[config.mk]
export PLATFORM = sky130hd
export DESIGN_NAME = l1_mmu_arbiter
export DESIGN_NICKNAME = d
export VERILOG_FILES = /design/src/rtl/l1_mmu_arbiter.sv
export SDC_FILE = /design/constraint.sdc
export NUM_CORES = 1
export LEC_CHECK = 0
export CAP_MARGIN = 20
export CORE_AREA = 10 10 533 535
export CTS_CLUSTER_DIAMETER = 150
export DETAILED_ROUTE_END_ITERATION = 10
export DIE_AREA = 0 0 543 545
export SYNTH_ARGS = -nofsm -noshare
export SYNTH_HDL_FRONTEND = slang
export SYNTH_SLANG_ARGS = --single-unit
[constraint.sdc]
create_clock -name sys_clk -period 2.3 [get_ports sys_clk]
set_clock_uncertainty 0.05 [all_clocks]
set_input_delay 0.46 -clock sys_clk [delete_from_list [all_inputs] [get_ports sys_clk]]
set_output_delay 0.46 -clock sys_clk [all_outputs]
set_load 0.01 [all_outputs]
[src/rtl/l1_mmu_arbiter.sv]
// Round-robin arbiter for the shared l1mmu line port (i-cache vs d-cache).
// Latches the winner's request, routes done/data back to the owner, and flags stuck transactions.
module l1_mmu_arbiter #(
    parameter int unsigned ADDR_W  = 32,
    parameter int unsigned LINE_W  = 256,
    parameter int unsigned TIMEOUT = 1024
) (
    input  logic              sys_clk,
    input  logic              rst_n,
    input  logic              ic_read,
    input  logic [ADDR_W-1:0] ic_addr,
    output logic              ic_done,
    output logic [LINE_W-1:0] ic_read_data,
    input  logic              dc_read,
    input  logic              dc_write,
    input  logic [ADDR_W-1:0] dc_addr,
    input  logic [LINE_W-1:0] dc_write_data,
    output logic              dc_done,
    output logic [LINE_W-1:0] dc_read_data,
    output logic              mmu_read,
    output logic              mmu_write,
    output logic [ADDR_W-1:0] mmu_addr,
    output logic [LINE_W-1:0] mmu_write_data,
    input  logic              mmu_done,
    input  logic [LINE_W-1:0] mmu_read_data,
    output logic [1:0]        owner,
    output logic              timeout_err
);

    localparam int unsigned WD_W = $clog2(TIMEOUT + 1);

    typedef enum logic [1:0] {
        ST_IDLE    = 2'd0,
        ST_GRANT_I = 2'd1,
        ST_GRANT_D = 2'd2,
        ST_RELEASE = 2'd3
    } state_t;

    state_t          r_state;
    logic            r_last_d;
    logic [WD_W-1:0] r_wdog;

    logic w_dc_req;
    logic w_pick_i;

    assign w_dc_req = dc_read | dc_write;
    // On a tie the side that did not win last time goes first.
    assign w_pick_i = ic_read & (~w_dc_req | r_last_d);

    always_ff @(posedge sys_clk or negedge rst_n) begin
        if (!rst_n) begin
            r_state        <= ST_IDLE;
            r_last_d       <= 1'b1;
            r_wdog         <= '0;
            ic_done        <= 1'b0;
            ic_read_data   <= '0;
            dc_done        <= 1'b0;
            dc_read_data   <= '0;
            mmu_read       <= 1'b0;
            mmu_write      <= 1'b0;
            mmu_addr       <= '0;
            mmu_write_data <= '0;
            owner          <= 2'b00;
            timeout_err    <= 1'b0;
        end else begin
            ic_done <= 1'b0;
            dc_done <= 1'b0;
            case (r_state)
                ST_IDLE: begin
                    if (w_pick_i) begin
                        r_state   <= ST_GRANT_I;
                        r_last_d  <= 1'b0;
                        r_wdog    <= '0;
                        mmu_read  <= 1'b1;
                        mmu_write <= 1'b0;
                        mmu_addr  <= ic_addr;
                        owner     <= 2'b01;
                    end else if (w_dc_req) begin
                        r_state        <= ST_GRANT_D;
                        r_last_d       <= 1'b1;
                        r_wdog         <= '0;
                        mmu_read       <= dc_read & ~dc_write;
                        mmu_write      <= dc_write;
                        mmu_addr       <= dc_addr;
                        mmu_write_data <= dc_write_data;
                        owner          <= 2'b10;
                    end
                end
                ST_GRANT_I, ST_GRANT_D: begin
                    if (mmu_done) begin
                        r_state   <= ST_RELEASE;
                        mmu_read  <= 1'b0;
                        mmu_write <= 1'b0;
                        owner     <= 2'b00;
                        if (r_state == ST_GRANT_I) begin
                            ic_done      <= 1'b1;
                            ic_read_data <= mmu_read_data;
                        end else begin
                            dc_done      <= 1'b1;
                            dc_read_data <= mmu_read_data;
                        end
                    end else begin
                        // Watchdog saturates at TIMEOUT; the transaction keeps waiting.
                        if (r_wdog != WD_W'(TIMEOUT)) begin
                            r_wdog <= r_wdog + WD_W'(1);
                        end
                        if (r_wdog == WD_W'(TIMEOUT - 1)) begin
                            timeout_err <= 1'b1;
                        end
                    end
                end
                ST_RELEASE: begin
                    r_state <= ST_IDLE;
                end
                default: begin
                    r_state <= ST_IDLE;
                end
            endcase
        end
    end

endmodule

==> impl_metrics.csv <==
group,metric,value,unit
run_status,status,"complete, no violations",
min_path,min_path_type,"primary input to flip-flop",
floorplan,core,273000,um^2
timing,finalMaxSlewViolations,0,
grt,grt_pass1_vias,27600,
floorplan,dieArea,296000,um^2
clock_tree,h-tree-depth,3,
synth,synth.distinct_cells,46,
synth,synth_edf_count,0,
place,dp_hpwl,209000,um
place,placedInstanceArea,50500,um^2
detailed_routing,drc,0,
synth,ys_seq_elements,821,
clock_tree,insertion_delay,790,ps
floorplan,die_h,545,um
clock_tree,clock-sinks,821,
power_and_ir_drop,switching_power,34.3,mW
critical_path,crit_fanout,2,
synth,synthAdderAreaFrac,0.00200,
critical_path,crit_path_top_delay_cell,"dlygate4sd2_1",
critical_path,worstPathRequired,1790,ps
timing,fin_crit,2260,ps
synth,synth_compound_area_frac,0.0135,
detailed_routing,vias,26200,
critical_path,cp_cell_sequence,"dlygate4sd2_1",
critical_path,critPathBufInv,1,
power_and_ir_drop,p_sw_frac,0.419,
synth,netlist_instances,2425,
critical_path,crit_family,"buffers and inverters",
grt,grt_start_max_net_pins,85,
power_and_ir_drop,ir_drop,0.000766,V
floorplan,start_util,0.115,
cells_and_area,final_nets,4536,
timing,period_share,0.984,
critical_path,slowest_delay,590,ps
clock_tree,post_cts_buffers,0,
power_and_ir_drop,power_density,1540,nW/um^2
timing,worstMarginPinSlew,677,ps
power_and_ir_drop,p_comb_frac,0.471,
synth,synthMuxAreaShare,0.195,
synth,postSynth.asyncResetShare,1.00,
synth,synth.most_common_cell,"dfrtp_1",
clock_tree,tritoncts,"yes",
synth,synth.cells.most_frequent,"820 x dfrtp_1, 815 x nand2_1, 338 x mux2_2, 175 x mux2_1, 59 x buf_2",
place,place.gp.congestion,0.949,
grt,grt_overflow,0,
synth,synthSimpleGateAreaFrac,0.106,
synth,ys_seq_area_frac,0.656,
cells_and_area,drive_above_1_share,0.191,
synth,yosysTopAreaCell,"dfrtp_1",
synth,synth_top_family_by_area,"multiplexers",
timing,clock.fmax,442,MHz
critical_path,worstPathArrival,1750,ps
power_and_ir_drop,power_frac_clock,0.211,
synth,synthesis.nets,3012,
synth,ys.flop_type,"dfrtp_1",
clock_tree,cts.path.max_buffers,4,
synth,netlist_area,31300,um^2
grt,grt_pass1_wl,301000,um
clock_tree,cts-root-buf,"clkbuf_16",
timing,hold_slack,144,ps
place,port-buffer-count,1388,
clock_tree,clk_pin_slew,60,ps
critical_path,critical_path_class,"flip-flop to output port",
critical_path,critPathLaunchType,"flip-flop",
detailed_routing,detail_route.wl_per_cell,31.4,um
timing,fin_tns_setup,0,ps
power_and_ir_drop,p_int,47.7,mW
detailed_routing,vias_per_cell,3.43,
synth,synth_top_area_frac,0.655,
cells_and_area,syn_to_final_growth,70.4,%
synth,synth_area_leaders,"dfrtp_1 65%, mux2_2 12%, nand2_1 9.8%",
timing,maxSlewHeadroom,0.549,
floorplan,die_width,543,um
cells_and_area,fin_area,53400,um^2
power_and_ir_drop,p_seq_frac,0.318,
floorplan,ios,1389,
timing,setup_violations,0,
synth,syn-mean-instance-area,12.9,um^2
timing,finalHoldViolations,0,
clock_tree,cts_buffers,105,
power_and_ir_drop,leakagePower,24.3,nW
grt,antenna_found_initial,140,
critical_path,worst_setup_path_end_kind,"output port",
floorplan,rows,192,
synth,yosysWarnings,0,
detailed_routing,drtIter0Drc,1966,
synth,synthXorXnorAreaFrac,0.000279,
detailed_routing,totalWireLength,240000,um
timing,rsz0062_at_grt,"no",
detailed_routing,antenna_left,0,
flow_run,cap_violations,0,
detailed_routing,first_pass_iters,5,
grt,grt_use_total,0.154,
## registers in the layout, indices dropped and copies added, names as in the netlist, 2 cells and up
| register | count |
|---|---|
| r_state | 2 |
| dc_read_data | 256 |
| mmu_addr | 32 |
| owner | 2 |
| mmu_write_data | 256 |
| r_wdog | 11 |
| ic_read_data | 256 |
## per-layer routing
metal	GRT usage	part of all wire
met1	0.186	0.40
met2	0.234	0.43
met3	0.0934	0.14
met4	0.0337	0.025
met5	0	0.0021
## placed cells by master, fill, tap and decap left out, types with 4 or more instances in the layout
cell,n
buf_4,168
inv_1,5
buf_12,39
inv_6,5
clkdlybuf4s15_1,21
o21ai_0,45
dfrtp_1,818
dlygate4sd2_1,604
dlymetal6s2s_1,23
clkbuf_16,105
clkdlybuf4s50_1,653
clkbuf_1,17
diode_2,28
nor2_1,6
mux2_1,175
inv_8,4
mux2_2,338
inv_16,4
clkdlybuf4s15_2,27
nand2_1,813
clkinvlp_4,5
ha_1,5
clkinv_2,11
clkbuf_2,6
mux2i_1,33
nand3_1,4
clkbuf_8,22
bufinv_16,10
## area by class of cell
| type | instances | area [um^2] |
|---|---|---|
| Antenna cell | 28 | 70.1 |
| Sequential cell | 821 | 20500 |
| Multi-Input combinational cell | 1470 | 9970 |
| Clock buffer | 144 | 2990 |
| Fill cell | 29700 | 219000 |
| Clock inverter | 39 | 557 |
| Inverter | 7 | 41.3 |
| Tap cell | 3589 | 4490 |
| Timing Repair Buffer | 1544 | 14700 |
## metrics by stage
step / setup slack [ps] / util / total power [mW] / instances
after detailed placement: -446 / 0.185 / 70.2 / 7430
final: 37.0 / 0.196 / 82.0 / 7642
after global placement: -470 / 0.185 / 69.6 / 7430
after floorplan: 483 / - / 39.9 / 2425
after global routing: 0.122 / 0.195 / 86.7 / 7615
after CTS: 0.0352 / 0.195 / 84.0 / 7614
## power by group through the flow
stage,clock network (mW),registers (mW),logic [mW]
after detailed placement,0,26.4,43.7
after CTS,17.9,26.1,40.0
after global routing,18.4,26.9,41.4
after floorplan,0,28.8,11.2
after global placement,0,26.1,43.5
final,17.3,26.1,38.6
## worst paths after layout
path | from | to | slack, ps | cells after the start
worst max-delay path | dc_read_data[212] | dc_read_data[212] | 40 | 1
worst min-delay path | mmu_read_data[124] | dc_read_data[124] | 140 | 3
worst max register to register | r_state[0] | dc_read_data[89] | 190 | 9
worst min register to register | timeout_err | timeout_err | 410 | 1
max in group asynchronous | rst_n | mmu_write_data[202] | 1030 | 3
min in group asynchronous | rst_n | dc_read_data[158] | 420 | 3
## timing repair
action	4_1_cts	5_1_grt
endpoints found under the hold margin	425	0
hold buffers	1	0
resized for setup	736	42
setup endpoints to repair	659	43
## kinds of logic after synthesis
kind of cell | after synthesis
and+or+nand+nor | 850
xor gates and xnor gates | 1
AOI/OAI and AO/OA | 68
buffers and inverters | 134
muxes | 546
adders and majority gates | 5
DFF | 821
(Power assumes the default switching activity.)
